`src/rtl/video_palwriter_if.sv`:
```
// CPU-side palette request and shadow readback bus for video_palwriter.
// The master drives requests and readback index; the slave returns ready and readback data.
interface video_palwriter_if;
    logic       req_wr;
    logic [3:0] req_idx;
    logic [5:0] req_data;
    logic       req_rdy;
    logic [3:0] rd_idx;
    logic [5:0] rd_data;

    modport master (
        output req_wr, req_idx, req_data, rd_idx,
        input  req_rdy, rd_data
    );

    modport slave (
        input  req_wr, req_idx, req_data, rd_idx,
        output req_rdy, rd_data
    );
endinterface

```
`src/rtl/video_palwriter.sv`:
```
// Palette write-side controller: queues CPU palette writes and replays them only while
// the beam is blanked, forcing the palette address and keeping a readable shadow copy.
module video_palwriter #(
    parameter int unsigned FIFO_LOG2 = 2
) (
    input  logic             clk,
    input  logic             rst,
    input  logic             hblank,
    input  logic             vblank,
    video_palwriter_if.slave cpu,
    output logic             pal_force,
    output logic [3:0]       pal_idx,
    output logic             atm_palwr,
    output logic [5:0]       atm_paldata,
    output logic             busy
);
    localparam int unsigned DEPTH = 1 << FIFO_LOG2;

    typedef logic [FIFO_LOG2-1:0] ptr_t;
    typedef logic [FIFO_LOG2:0]   cnt_t;
    typedef enum logic [1:0] {IDLE, SETUP, WRITE} state_t;

    logic [3:0] fifo_idx_q  [DEPTH];
    logic [5:0] fifo_data_q [DEPTH];
    ptr_t       rd_ptr_q;
    ptr_t       wr_ptr_q;
    ptr_t       rd_ptr_nxt;
    cnt_t       count_q;
    cnt_t       count_d;

    state_t     state_q;
    logic       pal_force_q;
    logic       atm_palwr_q;
    logic [3:0] pal_idx_q;
    logic [5:0] pal_data_q;

    logic [5:0] shadow_q [16];
    logic [5:0] rd_data_q;

    logic       blank;
    logic       rdy;
    logic       push;
    logic       pop;
    logic [3:0] head_idx;
    logic [5:0] head_data;
    logic [3:0] next_idx;
    logic [5:0] next_data;

    always_comb begin
        blank      = hblank | vblank;
        rdy        = (count_q != cnt_t'(DEPTH));
        push       = cpu.req_wr & rdy;
        pop        = (state_q == WRITE);
        rd_ptr_nxt = rd_ptr_q + 1'b1;

        count_d = count_q;
        if (push && !pop) begin
            count_d = count_q + 1'b1;
        end else if (!push && pop) begin
            count_d = count_q - 1'b1;
        end

        // A request pushed this cycle is not in storage yet; forward it when it becomes the head.
        if (count_q != '0) begin
            head_idx  = fifo_idx_q[rd_ptr_q];
            head_data = fifo_data_q[rd_ptr_q];
        end else begin
            head_idx  = cpu.req_idx;
            head_data = cpu.req_data;
        end

        if (count_q > cnt_t'(1)) begin
            next_idx  = fifo_idx_q[rd_ptr_nxt];
            next_data = fifo_data_q[rd_ptr_nxt];
        end else begin
            next_idx  = cpu.req_idx;
            next_data = cpu.req_data;
        end
    end

    always_ff @(posedge clk) begin
        if (push) begin
            fifo_idx_q[wr_ptr_q]  <= cpu.req_idx;
            fifo_data_q[wr_ptr_q] <= cpu.req_data;
        end
    end

    always_ff @(posedge clk) begin
        if (rst) begin
            rd_ptr_q <= '0;
            wr_ptr_q <= '0;
            count_q  <= '0;
        end else begin
            if (push) begin
                wr_ptr_q <= wr_ptr_q + 1'b1;
            end
            if (pop) begin
                rd_ptr_q <= rd_ptr_nxt;
            end
            count_q <= count_d;
        end
    end

    always_ff @(posedge clk) begin
        if (rst) begin
            state_q     <= IDLE;
            pal_force_q <= 1'b0;
            atm_palwr_q <= 1'b0;
            pal_idx_q   <= '0;
            pal_data_q  <= '0;
        end else begin
            case (state_q)
                IDLE: begin
                    if (blank && (count_q != '0 || push)) begin
                        state_q     <= SETUP;
                        pal_force_q <= 1'b1;
                        atm_palwr_q <= 1'b0;
                        pal_idx_q   <= head_idx;
                        pal_data_q  <= head_data;
                    end
                end
                SETUP: begin
                    if (blank) begin
                        state_q     <= WRITE;
                        atm_palwr_q <= 1'b1;
                    end else begin
                        // Blank ended before the strobe: leave the entry queued for the next blank.
                        state_q     <= IDLE;
                        pal_force_q <= 1'b0;
                        atm_palwr_q <= 1'b0;
                        pal_idx_q   <= '0;
                        pal_data_q  <= '0;
                    end
                end
                WRITE: begin
                    if (blank && count_d != '0) begin
                        state_q     <= SETUP;
                        pal_force_q <= 1'b1;
                        atm_palwr_q <= 1'b0;
                        pal_idx_q   <= next_idx;
                        pal_data_q  <= next_data;
                    end else begin
                        state_q     <= IDLE;
                        pal_force_q <= 1'b0;
                        atm_palwr_q <= 1'b0;
                        pal_idx_q   <= '0;
                        pal_data_q  <= '0;
                    end
                end
                default: begin
                    state_q     <= IDLE;
                    pal_force_q <= 1'b0;
                    atm_palwr_q <= 1'b0;
                    pal_idx_q   <= '0;
                    pal_data_q  <= '0;
                end
            endcase
        end
    end

    always_ff @(posedge clk) begin
        if (rst) begin
            for (int unsigned i = 0; i < 16; i++) begin
                shadow_q[i] <= '0;
            end
            rd_data_q <= '0;
        end else begin
            if (state_q == WRITE) begin
                shadow_q[pal_idx_q] <= pal_data_q;
            end
            rd_data_q <= shadow_q[cpu.rd_idx];
        end
    end

    assign cpu.req_rdy = rdy;
    assign cpu.rd_data = rd_data_q;
    assign pal_force   = pal_force_q;
    assign pal_idx     = pal_idx_q;
    assign atm_palwr   = atm_palwr_q;
    assign atm_paldata = pal_data_q;
    assign busy        = (count_q != '0) || (state_q != IDLE);
endmodule

```
`src/flat_wrapper.sv`:
```
// flat-port wrapper written by rule: the top's interface ports become plain ports
module video_palwriter_flat 
#(
    parameter int unsigned FIFO_LOG2 = 2
)
  (clk, rst, hblank, vblank, pal_force, pal_idx, atm_palwr, atm_paldata, busy, cpu_req_wr, cpu_req_idx, cpu_req_data, cpu_rd_idx, cpu_req_rdy, cpu_rd_data);
  video_palwriter_if cpu_i ();
  input  logic clk;
  input  logic rst;
  input  logic hblank;
  input  logic vblank;
  output logic pal_force;
  output logic [3:0] pal_idx;
  output logic atm_palwr;
  output logic [5:0] atm_paldata;
  output logic busy;
  input wire logic [$bits(cpu_i.req_wr)-1:0] cpu_req_wr;
  input wire logic [$bits(cpu_i.req_idx)-1:0] cpu_req_idx;
  input wire logic [$bits(cpu_i.req_data)-1:0] cpu_req_data;
  input wire logic [$bits(cpu_i.rd_idx)-1:0] cpu_rd_idx;
  output wire logic [$bits(cpu_i.req_rdy)-1:0] cpu_req_rdy;
  output wire logic [$bits(cpu_i.rd_data)-1:0] cpu_rd_data;
  assign cpu_i.req_wr = cpu_req_wr;
  assign cpu_i.req_idx = cpu_req_idx;
  assign cpu_i.req_data = cpu_req_data;
  assign cpu_i.rd_idx = cpu_rd_idx;
  assign cpu_req_rdy = cpu_i.req_rdy;
  assign cpu_rd_data = cpu_i.rd_data;
  video_palwriter #(.FIFO_LOG2(FIFO_LOG2)) u_core (.clk(clk), .rst(rst), .hblank(hblank), .vblank(vblank), .cpu(cpu_i), .pal_force(pal_force), .pal_idx(pal_idx), .atm_palwr(atm_palwr), .atm_paldata(atm_paldata), .busy(busy));
endmodule
```
`config.mk`:
```
export PLATFORM = sky130hd
export DESIGN_NAME = video_palwriter_flat
export DESIGN_NICKNAME = d
export VERILOG_FILES = /design/src/rtl/video_palwriter_if.sv /design/src/rtl/video_palwriter.sv /design/src/flat_wrapper.sv
export SDC_FILE = /design/constraint.sdc
export NUM_CORES = 1
export LEC_CHECK = 0
export ABC_AREA = 1
export CORE_MARGIN = 2
export CORE_UTILIZATION = 54
export DETAILED_ROUTE_END_ITERATION = 8
export PLACE_DENSITY = 0.8
export SYNTH_ARGS = -nofsm -noshare
export SYNTH_HDL_FRONTEND = slang
export SYNTH_SLANG_ARGS = --single-unit
```
`constraint.sdc`:
```
create_clock -name clk -period 1.7 [get_ports clk]
set_clock_uncertainty 0.1 [all_clocks]
set_input_delay 0.34 -clock clk [delete_from_list [all_inputs] [get_ports clk]]
set_output_delay 0.34 -clock clk [all_outputs]
set_load 0.03 [all_outputs]
```
-- Yosys cells after proc, flatten, opt, wreduce, memory -nomap -nowiden
Memories as Yosys holds them, arrays and structs flattened. A register that Yosys moved wholly into a read port is not among the register bits.
Cells that the tools add are included.
- $add $sub $neg: 4
- magnitude comparators: 1
- eq/ne operators: 5
- muxes and demuxes: 39
- bitwise operators: 2
- reduce and logical (&&, ||, !) cells: 14
- operators with widths (operator ; count):
    $mux 6 ; 6
    $mux 4 ; 6
    $pmux 6 s3 ; 1
    $mux 1 ; 14
    $mux 2 ; 6
    $pmux 4 s3 ; 1
    $mux 3 ; 2
    $pmux 2 s3 ; 1
    $reduce_bool 3->1 ; 2
    $reduce_or 6->1 ; 1
    $add 2x1->2 const B ; 2
    $logic_and 1x1->1 ; 4
    $add 3x1->3 const B ; 1
    $gt 3x1->1 const B ; 1
    $ne 3x3->1 const B ; 1
    $pmux 1 s3 ; 1
    $sub 3x1->3 const B ; 1
    $eq 2x1->1 const B ; 1
    $eq 2x2->1 const B ; 1
    $logic_not 1->1 ; 2
    $logic_not 2->1 ; 1
    $logic_or 1x1->1 ; 2
    $ne 2x1->1 const B ; 1
    $ne 2x2->1 const B ; 1
    5 further kinds ; 5
- flip-flop bits (word level): 21
- bits in writable memories: 136
- bits of input ports: 19
- word-level logic and storage cells: 76
- memories: 3
- memory list (name ; depth ; width ; rd ports ; clocked after Yosys merged registers in ; write ports ; line ; RTL):
    u_core.shadow_q ; 16 ; 6 ; 1 ; 1 ; 16 ; video_palwriter.sv:37 ; logic [5:0] shadow_q [16];
    u_core.fifo_data_q ; 4 ; 6 ; 2 ; 1 ; 1 ; video_palwriter.sv:24 ; logic [5:0] fifo_data_q [DEPTH];
    u_core.fifo_idx_q ; 4 ; 4 ; 2 ; 1 ; 1 ; video_palwriter.sv:23 ; logic [3:0] fifo_idx_q [DEPTH];

-- Logic depth before layout (Yosys ltp)
Gate-level depths: netlist (run 1).
- word-level depth: 10
- mapped depth: 15
- mapped depth without buffers: 14

-- Worst setup path after synthesis (run 1)
OpenSTA, ideal clock, no wires.
- kind: reg2reg
- start point: reg u_core.count_q[0]
- end point: reg u_core.pal_idx_q[1], in the netlist u_core.pal_idx[1]
- setup time: 113 ps
- arrival time: 1742 ps
- slack: -255 ps
- stages on the path, launching flop included: 16
- path buffers: 1
- clock period less this slack: 1955 ps
- cell sequence: dfxtp_1 inv_1 ha_1 nand2_2 nand2_4 nand2_2 nand2_1 nand2_1 nand2_1 nor2_2 nand2_2 buf_6 nand3_2 nand2_1 nand2_1 nand2_1
- longest elaborated chain between the ends: 10
- ends and longest elaborated chain (element ; line ; RTL):
    start: declaration ; video_palwriter.sv:28 ; cnt_t count_q;
    start signal: assignment ; video_palwriter.sv:100 ; count_q <= count_d;
    $ne 3x3->1 * ; video_palwriter.sv:51 ; rdy = (count_q != cnt_t'(DEPTH));
    net cpu_req_rdy ; flat_wrapper.sv:21 ; output wire logic [$bits(cpu_i.req_rdy)-1:0] cpu_req_rdy;
    $and 1x1->1 * ; video_palwriter.sv:52 ; push = cpu.req_wr & rdy;
    $logic_not 1->1 ; video_palwriter.sv:59 ; end else if (!push && pop) begin
    $logic_and 1x1->1 ; video_palwriter.sv:59 ;
    $mux 3 ; video_palwriter.sv:59 ;
    $mux 3 ; video_palwriter.sv:57 ; if (push && !pop) begin
    $reduce_bool 3->1 ; video_palwriter.sv:136 ; if (blank && count_d != '0) begin
    $logic_and 1x1->1 ; video_palwriter.sv:136 ;
    $mux 4 ; video_palwriter.sv:136 ;
    $pmux 4 s3 ; video_palwriter.sv:112 ; case (state_q)
    end signal: assignment ; video_palwriter.sv:118 ; pal_idx_q <= head_idx;
    end signal: assignment ; video_palwriter.sv:140 ; pal_idx_q <= next_idx;
    end: declaration ; video_palwriter.sv:34 ; logic [3:0] pal_idx_q;
The timed path passes the listed nets; every way through them passes the cells marked *. The select of a mux whose other input is x is not followed.
A chain may end at the register's enable or synchronous reset.

-- Worst setup path after layout (run 1)
- start point: reg u_core.count_q[0]
- end point: reg u_core.pal_data_q[3], in the netlist u_core.atm_paldata[3]
- longest elaborated chain between the ends: 10
- ends and longest elaborated chain (element ; line ; RTL):
    $ne 3x3->1 ; video_palwriter.sv:51 ;
    $and 1x1->1 ; video_palwriter.sv:52 ;
    $logic_not 1->1 ; video_palwriter.sv:59 ;
    $logic_and 1x1->1 ; video_palwriter.sv:59 ;
    $mux 3 ; video_palwriter.sv:59 ;
    $mux 3 ; video_palwriter.sv:57 ;
    $reduce_bool 3->1 ; video_palwriter.sv:136 ;
    $logic_and 1x1->1 ; video_palwriter.sv:136 ;
    $mux 6 ; video_palwriter.sv:136 ;
    $pmux 6 s3 ; video_palwriter.sv:112 ;
    end signal: assignment ; video_palwriter.sv:119 ; pal_data_q <= head_data;
    end signal: assignment ; video_palwriter.sv:141 ; pal_data_q <= next_data;
    end: declaration ; video_palwriter.sv:35 ; logic [5:0] pal_data_q;
Several ways; a longest one is shown, not always the timed one. The select of a mux whose other input is x is not followed.

==> metrics.md, run 1 <==
| Metric | Value |
|---|---|
| Via-per-instance ratio | 5.80 |
| Post-synthesis net count | 823 |
| Most area-consuming cells after synthesis | edfxtp_1 53%, nor2_1 9.1%, dfxtp_1 7.6%, nand2_1 6.3%, o21ai_0 5.8% |
| Number of antenna cells inserted | 0 |
| Required time of the critical path | 1920 ps |
| Die area | 0.0151 mm2 |
| DP Cell Count | 1061 |
| Most used flip-flop cell after synthesis | edfxtp_1 |
| Initial antenna violation count | 0 |
| Cell type contributing the most total cell area after synthesis | edfxtp_1 |
| Remaining antenna violation count after routing | 0 |
| Violated checks | negative setup slack |
| Worst hold-check slack | 362 ps |
| Number of register bits inferred by synthesis | 165 |
| Hold bufs inserted after CTS | 0 |
| Post-layout net count | 940 |
| Fraction of final layout cells with drive strength greater than 1 | 22.7% |
| Placer's final routability congestion estimate | 0.894 |
| Die Y | 123 um |
| Clock tree sinks | 165 |
| Drt first pass iters | 8 |
| Ports | 39 |
| Vias post-DR | 6412 |
| DP Wirelength | 12900 um |
| Most numerous cell types in the synthesized netlist | 186 x nor2_1, 136 x edfxtp_1, 128 x nand2_1 |
| Floorplan core area | 0.0139 mm2 |
| Pre-CTS WS | -422 ps |
| Wire length of the first global-routing pass | 30800 um |
| Number of filler cells placed in the layout | 976 |
| Transition at the pin with the smallest max-transition slack | 509 ps |
| Clock-pin slew of the registers on the worst-case setup and hold paths | 60 ps |
| Number of warnings printed during yosys synthesis | 0 |
| Sequential cell area | 0.00467 mm2 |
| WP data arrival | 2190 ps |
| Count of port buffers added during placement | 38 |
| Initial cell density of the core | 55.2% |
| Type of destination of the critical path | register |
| Least setup slack across all paths after layout | -273 ps |
| Worst max-slew margin expressed relative to the limit | 66.0% |
| Share of synthesized registers carrying an async set or reset | 0% |
| TritonCTS clock tree | yes |
| Final Core Density | 70.7% |
| Maximum VDD drop | 718 uV |
| Row count | 43 |
| Area taken by multi-input logic gates | 0.00289 mm2 |
| Max-capacitance violation count | 0 |
| Portion of synthesized cell area occupied by the leading cell type | 53.3% |
| Critical path fanouts, max | 6 |
| Pin count of the biggest net entering global routing | 46 |
| Overall Global Routing Usage | 27.3% |
| Max-slew violations | 0 |
| Synth-to-layout area growth | 28.3% |
| Total detailed-routing wirelength | 20400 um |
| Count of flip-flops with a built-in enable after synthesis | 136 |
| Gate Count Post-Synth | 796 |
| Kind of critical path | reg -> reg |
| Syn avg cell area | 9.62 um2 |
| Count of H-tree levels built during CTS | 4 |
| Root Driver | clkbuf_16 |
| Number of hold violations in the final report | 0 |
| Area of all placed cells without fillers | 0.00982 mm2 |
| Power density relative to cell area | 1100 mW/mm2 |
| Cell leakage power | 0.00375 uW |
| Number of buffers created by CTS | 17 |
| Number of setup violations in the final report | 40 |
| RSZ-0062 raised after global routing | true |
| Final instance count without filler cells | 1106 |
| Outcome | finished, violations left |
| Time the final worst path needs with I/O delays and setup | 1970 ps |
| Clock Latency Late Sink | 430 ps |
| Cell area reported after detailed placement | 0.00892 mm2 |
| Total DRC errors in the routed layout | 0 |
| Sort of element at the start of the critical path | register |
| Initial DRC count | 618 |
| Post-synth design cell area | 0.00766 mm2 |
| Hold Crit Class | reg -> reg |
| Most numerous cell in the Yosys netlist | nor2_1 |
| Die W | 123 um |
| Total global routing overflow | 0 |
| Buffer depth of the longest clock path | 2 |
| Max Clock Freq | 507 MHz |
| Sequential fraction of the synthesis area | 60.9% |
| Average wire per cell in the routed design | 18.4 um |
| Cell variety after synth | 31 |
| Number of global-route vias before repair | 6166 |
| Period utilization | 116% |
worst paths after layout:
| check | start | endpoint | slack [ps] | cells past startpoint |
|---|---|---|---|---|
| setup / recovery | u_core.count_q[0] | u_core.atm_paldata[3] | -270 | 15 |
| hold / removal | u_core.atm_palwr | u_core.atm_palwr | 360 | 1 |
| setup reg to reg | u_core.count_q[0] | u_core.atm_paldata[3] | -270 | 15 |
| hold reg to reg | u_core.atm_palwr | u_core.atm_palwr | 360 | 1 |
logic make-up after synthesis:
kind of cell / count (synthesis) / share of synthesized area (%)
flip-flops: 165 / 60.9
AO/OA/AOI/OAI: 175 / 13.3
adder cells (fa/ha/maj): 8 / 1.31
buffers and inverters: 90 / 4.74
AND/OR/NAND/NOR: 358 / 19.7
timing repair:
| action | CTS | global route |
|---|---|---|
| resized for setup | 52 | 50 |
| setup endpoints to repair | 93 | 170 |
| gates cloned | 0 | 4 |
| hold endpoints to repair | 0 | 0 |
| buffers inserted | 5 | 6 |
| pin swaps | 4 | 21 |
layout make-up:
cell class	instances	share of cell area, %
multi-input cells	542	29.4
flip-flops and latches	165	47.6
inverters	50	1.96
repair buffers	137	13.2
clock buffers	23	4.66
clock inverters	9	0.828
well taps	180	2.29
report_power, final:
group	switching, uW	leakage, uW	internal (uW)	total, uW
Clock	1500	0.000259	2040	3540
Sequential	163	0.00160	4600	4770
Combinational	1560	0.00189	942	2500
Total	3220	0.00375	7590	10800
per-layer routing:
| metal | track usage, % | part of all wire [%] | vias up |
|---|---|---|---|
| li1 | - | - | 2991 |
| met1 | 32.8 | 36 | 2983 |
| met2 | 46.1 | 52 | 371 |
| met3 | 6.87 | 8.8 | 67 |
| met4 | 12.8 | 3.6 | 0 |
| met5 | 0 | 0 | - |
worst max-delay path: stages, from the launching register on:
cell     delay (ps)
dfxtp_2         350
inv_2            50
ha_4            170
buf_12          120
nand2_8          90
nand2_8          70
nand2_8          80
nand2_1          60
nand2_2          80
nand2_2          70
nor2_4          170
nand2_4         130
nand3_2          90
nand2_1          70
nand2_1          80
nand2_1          60
cell usage in the layout, fill, tap and decap left out, drive strengths merged:
master / Yosys / layout
nand2: 134 / 135
o221ai: 15 / 15
buf: 14 / 99
bufinv: 0 / 1
o22ai: 12 / 12
clkinvlp: 0 / 2
edfxtp: 136 / 136
inv: 50 / 50
clkinv: 0 / 6
a21oi: 27 / 27
nor2: 189 / 189
o21bai: 2 / 2
a31oi: 1 / 1
ha: 8 / 8
o21a: 1 / 1
clkdlybuf4s50: 0 / 18
nand4: 2 / 2
dfxtp: 29 / 29
nor4: 1 / 1
o211ai: 25 / 25
o21ai: 92 / 92
clkbuf: 26 / 27
nand3: 26 / 26
dlygate4sd2: 0 / 11
clkdlybuf4s15: 0 / 5
nor3: 6 / 6
state kept, by name, indices dropped and copies added (netlist names), named ones only:
register	cells
u_core.atm_paldata	6
u_core.atm_palwr	1
u_core.count_q	3
u_core.cpu.rd_data	6
u_core.fifo_data_q	24
u_core.fifo_idx_q	16
u_core.pal_force	1
u_core.pal_idx	4
u_core.rd_ptr_q	2
u_core.shadow_q	96
u_core.state_q	2
u_core.wr_ptr_q	2
metrics by stage:
step / setup TNS [ps] / power, uW
after floorplan: -5910 / 6030
after global placement: -63010 / 6950
after detailed placement: -74480 / 7000
after CTS: -2100 / 10600
after global routing: -6120 / 11200
final: -3690 / 10800
No activity file was read; power rests on OpenSTA's default activity.
==> run 2: changes to the inputs <==
- CTS_CLUSTER_SIZE: default -> 28
==> results of run 2 <==
Final layout, timing and power as in run 1 (identical DEF).
==> run 3: changes to the inputs <==
- CORE_UTILIZATION: 54 -> 55
- PLACE_DENSITY: 0.8 -> 0.78
- clock period: 1.7 -> 2.1 ns (I/O delays scaled with it)
==> run 3 against run 2 <==
The run now ends clean. Sequential power decreased by 19%. Largest power group unchanged. Final cell count shrank 4.2%. Setup slack improved by 310 ps.
==> metrics.md, run 3 (synthesized netlist as in run 1, its figures left out) <==
| Metric | Value |
|---|---|
| Vias post-DR | 6191 (-3.4%) |
| Cell leakage power | 0.00343 uW (-8.5%) |
| Crit-path max cell delay | 700 ps (+350 ps) |
| Via-per-instance ratio | 5.85 (+0.84%) |
| Floorplan core area | 0.0137 mm2 (-1.2%) |
| Kind of critical path | reg -> out |
| Register with the most flip-flops | u_core.shadow_q |
| Die Y | 122 um (-0.88%) |
| Clock tree sinks | 165 (unchanged) |
| Final instance count without filler cells | 1059 (-4.2%) |
| Pin count of the biggest net entering global routing | 49 (+6.5%) |
| Remaining antenna violation count after routing | 0 (unchanged) |
| Count of H-tree levels built during CTS | 4 (unchanged) |
| Period utilization | 98.1% |
| Number of global-route vias before repair | 6086 (-1.3%) |
| Number of setup violations in the final report | 0 (-100%) |
| Root Driver | clkbuf_16 |
| DP Cell Count | 1025 (-3.4%) |
| Die W | 122 um (-0.88%) |
| Critical Path, Cell by Cell | clkdlybuf4s50_1 |
| Die area | 0.0149 mm2 (-1.8%) |
| Clock-pin slew of the registers on the worst-case setup and hold paths | 60 ps (about the same) |
| Transition at the pin with the smallest max-transition slack | 722 ps (+213 ps) |
| Max-capacitance violation count | 0 (unchanged) |
| Clk network pwr share | 33.9% (+1.2 points) |
| Worst Hold Endpoint | u_core.atm_palwr |
| Depth of the worst hold-timing path | 1 (unchanged) |
| Total detailed-routing wirelength | 18900 um (-7.1%) |
| Total DRC errors in the routed layout | 0 (unchanged) |
| Drt first pass iters | 6 (-2) |
| Critical path fanouts, max | 3 (-3) |
| Overall Global Routing Usage | 26.9% (-0.37 points) |
| R2R Path End | u_core.shadow_q[3][0] |
| Time the final worst path needs with I/O delays and setup | 2060 ps |
| Worst-case reg-to-reg path depth | 6 (-9) |
| Average wire per cell in the routed design | 17.9 um (-3.0%) |
| Combinational group share of total power | 19.5% (-3.7 points) |
| Leading cell type in the layout, fill and taps excluded | nor2_1 |
| Initial cell density of the core | 55.8% (+0.65 points) |
| Worst hold-check slack | 393 ps (+30.6 ps) |
| Outcome | completed |
| Power density relative to cell area | 909 mW/mm2 (-17%) |
| Ports | 39 (unchanged) |
| Required time of the critical path | 1580 ps (-340 ps) |
| Max-slew violations | 0 (unchanged) |
| Total global routing overflow | 0 (unchanged) |
| Hold Crit Class | reg -> reg |
| CP bufs+invs | 1 (-1) |
| Switching power share of the total | 29.6% (-0.24 points) |
| Setup slack of the worst register-to-register path | 140 ps (+410 ps) |
| TritonCTS clock tree | yes |
| Initial antenna violation count | 0 (unchanged) |
| Synth-to-layout area growth | 18.9% |
| Source of the worst hold timing path | u_core.atm_palwr |
| Slowest cell on crit path | clkdlybuf4s50_1 |
| Placer's final routability congestion estimate | 0.889 (-0.54%) |
| Buffer depth of the longest clock path | 2 (unchanged) |
| Largest registers ranked by flip-flop count | u_core.shadow_q: 96 flops, u_core.fifo_data_q: 24 flops, u_core.fifo_idx_q: 16 flops |
| Dominant delay contributor by cell family on the critical path | buffers and inverters |
| Row count | 43 (unchanged) |
| P_sw | 2450 uW (-24%) |
| Largest register FFs | 96 (unchanged) |
| Number of antenna cells inserted | 0 (unchanged) |
| Number of filler cells placed in the layout | 1037 (+6.3%) |
| Number of hold violations in the final report | 0 (unchanged) |
| Register share of total power | 46.6% (+2.5 points) |
| Internal power component | 5830 uW (-23%) |
| Maximum VDD drop | 608 uV (-15%) |
| Fraction of final layout cells with drive strength greater than 1 | 13.4% (-9.3 points) |
| Max Clock Freq | 486 MHz |
| Commonest cells after routing, fill and taps aside | 186 x nor2_1, 136 x edfxtp_1, 126 x nand2_1 |
| Wire length of the first global-routing pass | 30200 um (-2.0%) |
| Number of buffers created by CTS | 17 (unchanged) |
| Post-layout net count | 893 (-5.0%) |
| Clock Latency Late Sink | 430 ps (about the same) |
| WP data arrival | 1540 ps (-650 ps) |
| DP Wirelength | 12800 um (about the same) |
| Sort of element at the start of the critical path | register |
| Crit Reg-Reg Startpoint | u_core.state_q[1] |
| Count of port buffers added during placement | 38 (unchanged) |
| Type of destination of the critical path | primary output |
| Worst max-slew margin expressed relative to the limit | 51.7% (-14 points) |
| Initial DRC count | 704 (+14%) |
## run 3: cell count changes in the layout (fill, tap and decap cells not counted), sizes merged, moves of 2 or more
cell           change
clkdlybuf4s50     +13
clkdlybuf4s15      -4
dlygate4sd2        -7
clkinvlp           +2
clkbuf             -6
buf               -45
## run 3: routing by layer
metal | GRT usage [%] | routed length, um
met2 | 47.3 | 9850
met5 | 0 | 0
met1 | 32.0 | 7210
met4 | 11.4 | 509
met3 | 5.66 | 1360
## run 3: timing repair
action / CTS / global route
resized for setup: 10 / 9
buffers inserted: 1 / 1
pin swaps: 1 / 0
setup endpoints to repair: 6 / 40
hold buffers: 0 / 0
## run 3: final cells by class
cell class | count | area (um2) | area share (%)
flip-flops and latches | 165 | 4670 | 51.3
clock buffers | 21 | 460 | 5.06
well taps | 180 | 225 | 2.47
repair buffers | 91 | 818 | 8.99
multi-input cells | 541 | 2660 | 29.3
inverters | 50 | 188 | 2.06
clock inverters | 11 | 78.8 | 0.866
## run 3: power groups by stage
stage	sequential (uW)	combinational [uW]	clock, uW
final	3860	1610	2800
after global placement	3910	1510	0
after detailed placement	3920	1540	0
after global routing	3870	1750	2950
after floorplan	3980	870	0
after CTS	3850	1560	2830
## run 3: how the worst max path moves through the flow
stage                          start                     to  slack, ps  cells past startpoint
5_1_grt            u_core.state_q[1]  u_core.shadow_q[3][3]        -10                      6
6_report       u_core.atm_paldata[5]         atm_paldata[5]         40                      1
3_5_place_dp                     rst  u_core.shadow_q[3][5]       -230                      6
3_3_place_gp                     rst  u_core.shadow_q[3][3]       -180                      6
2_1_floorplan      u_core.count_q[0]      u_core.pal_idx[1]        140                     15
4_1_cts        u_core.atm_paldata[5]         atm_paldata[5]         20                      1
## run 3: per-stage QoR
stage	utilization, %	total power, uW	setup TNS [ps]	area, um2	setup slack [ps]
floorplan	-	4850	0	7660	145
global placement	62.0	5420	-5820	8500	-180
detailed placement	62.0	5460	-10620	8500	-233
CTS	66.0	8240	0	9050	17.8
global route	66.3	8580	-80.8	9100	-13.8
finish	66.3	8270	0	9100	40.4
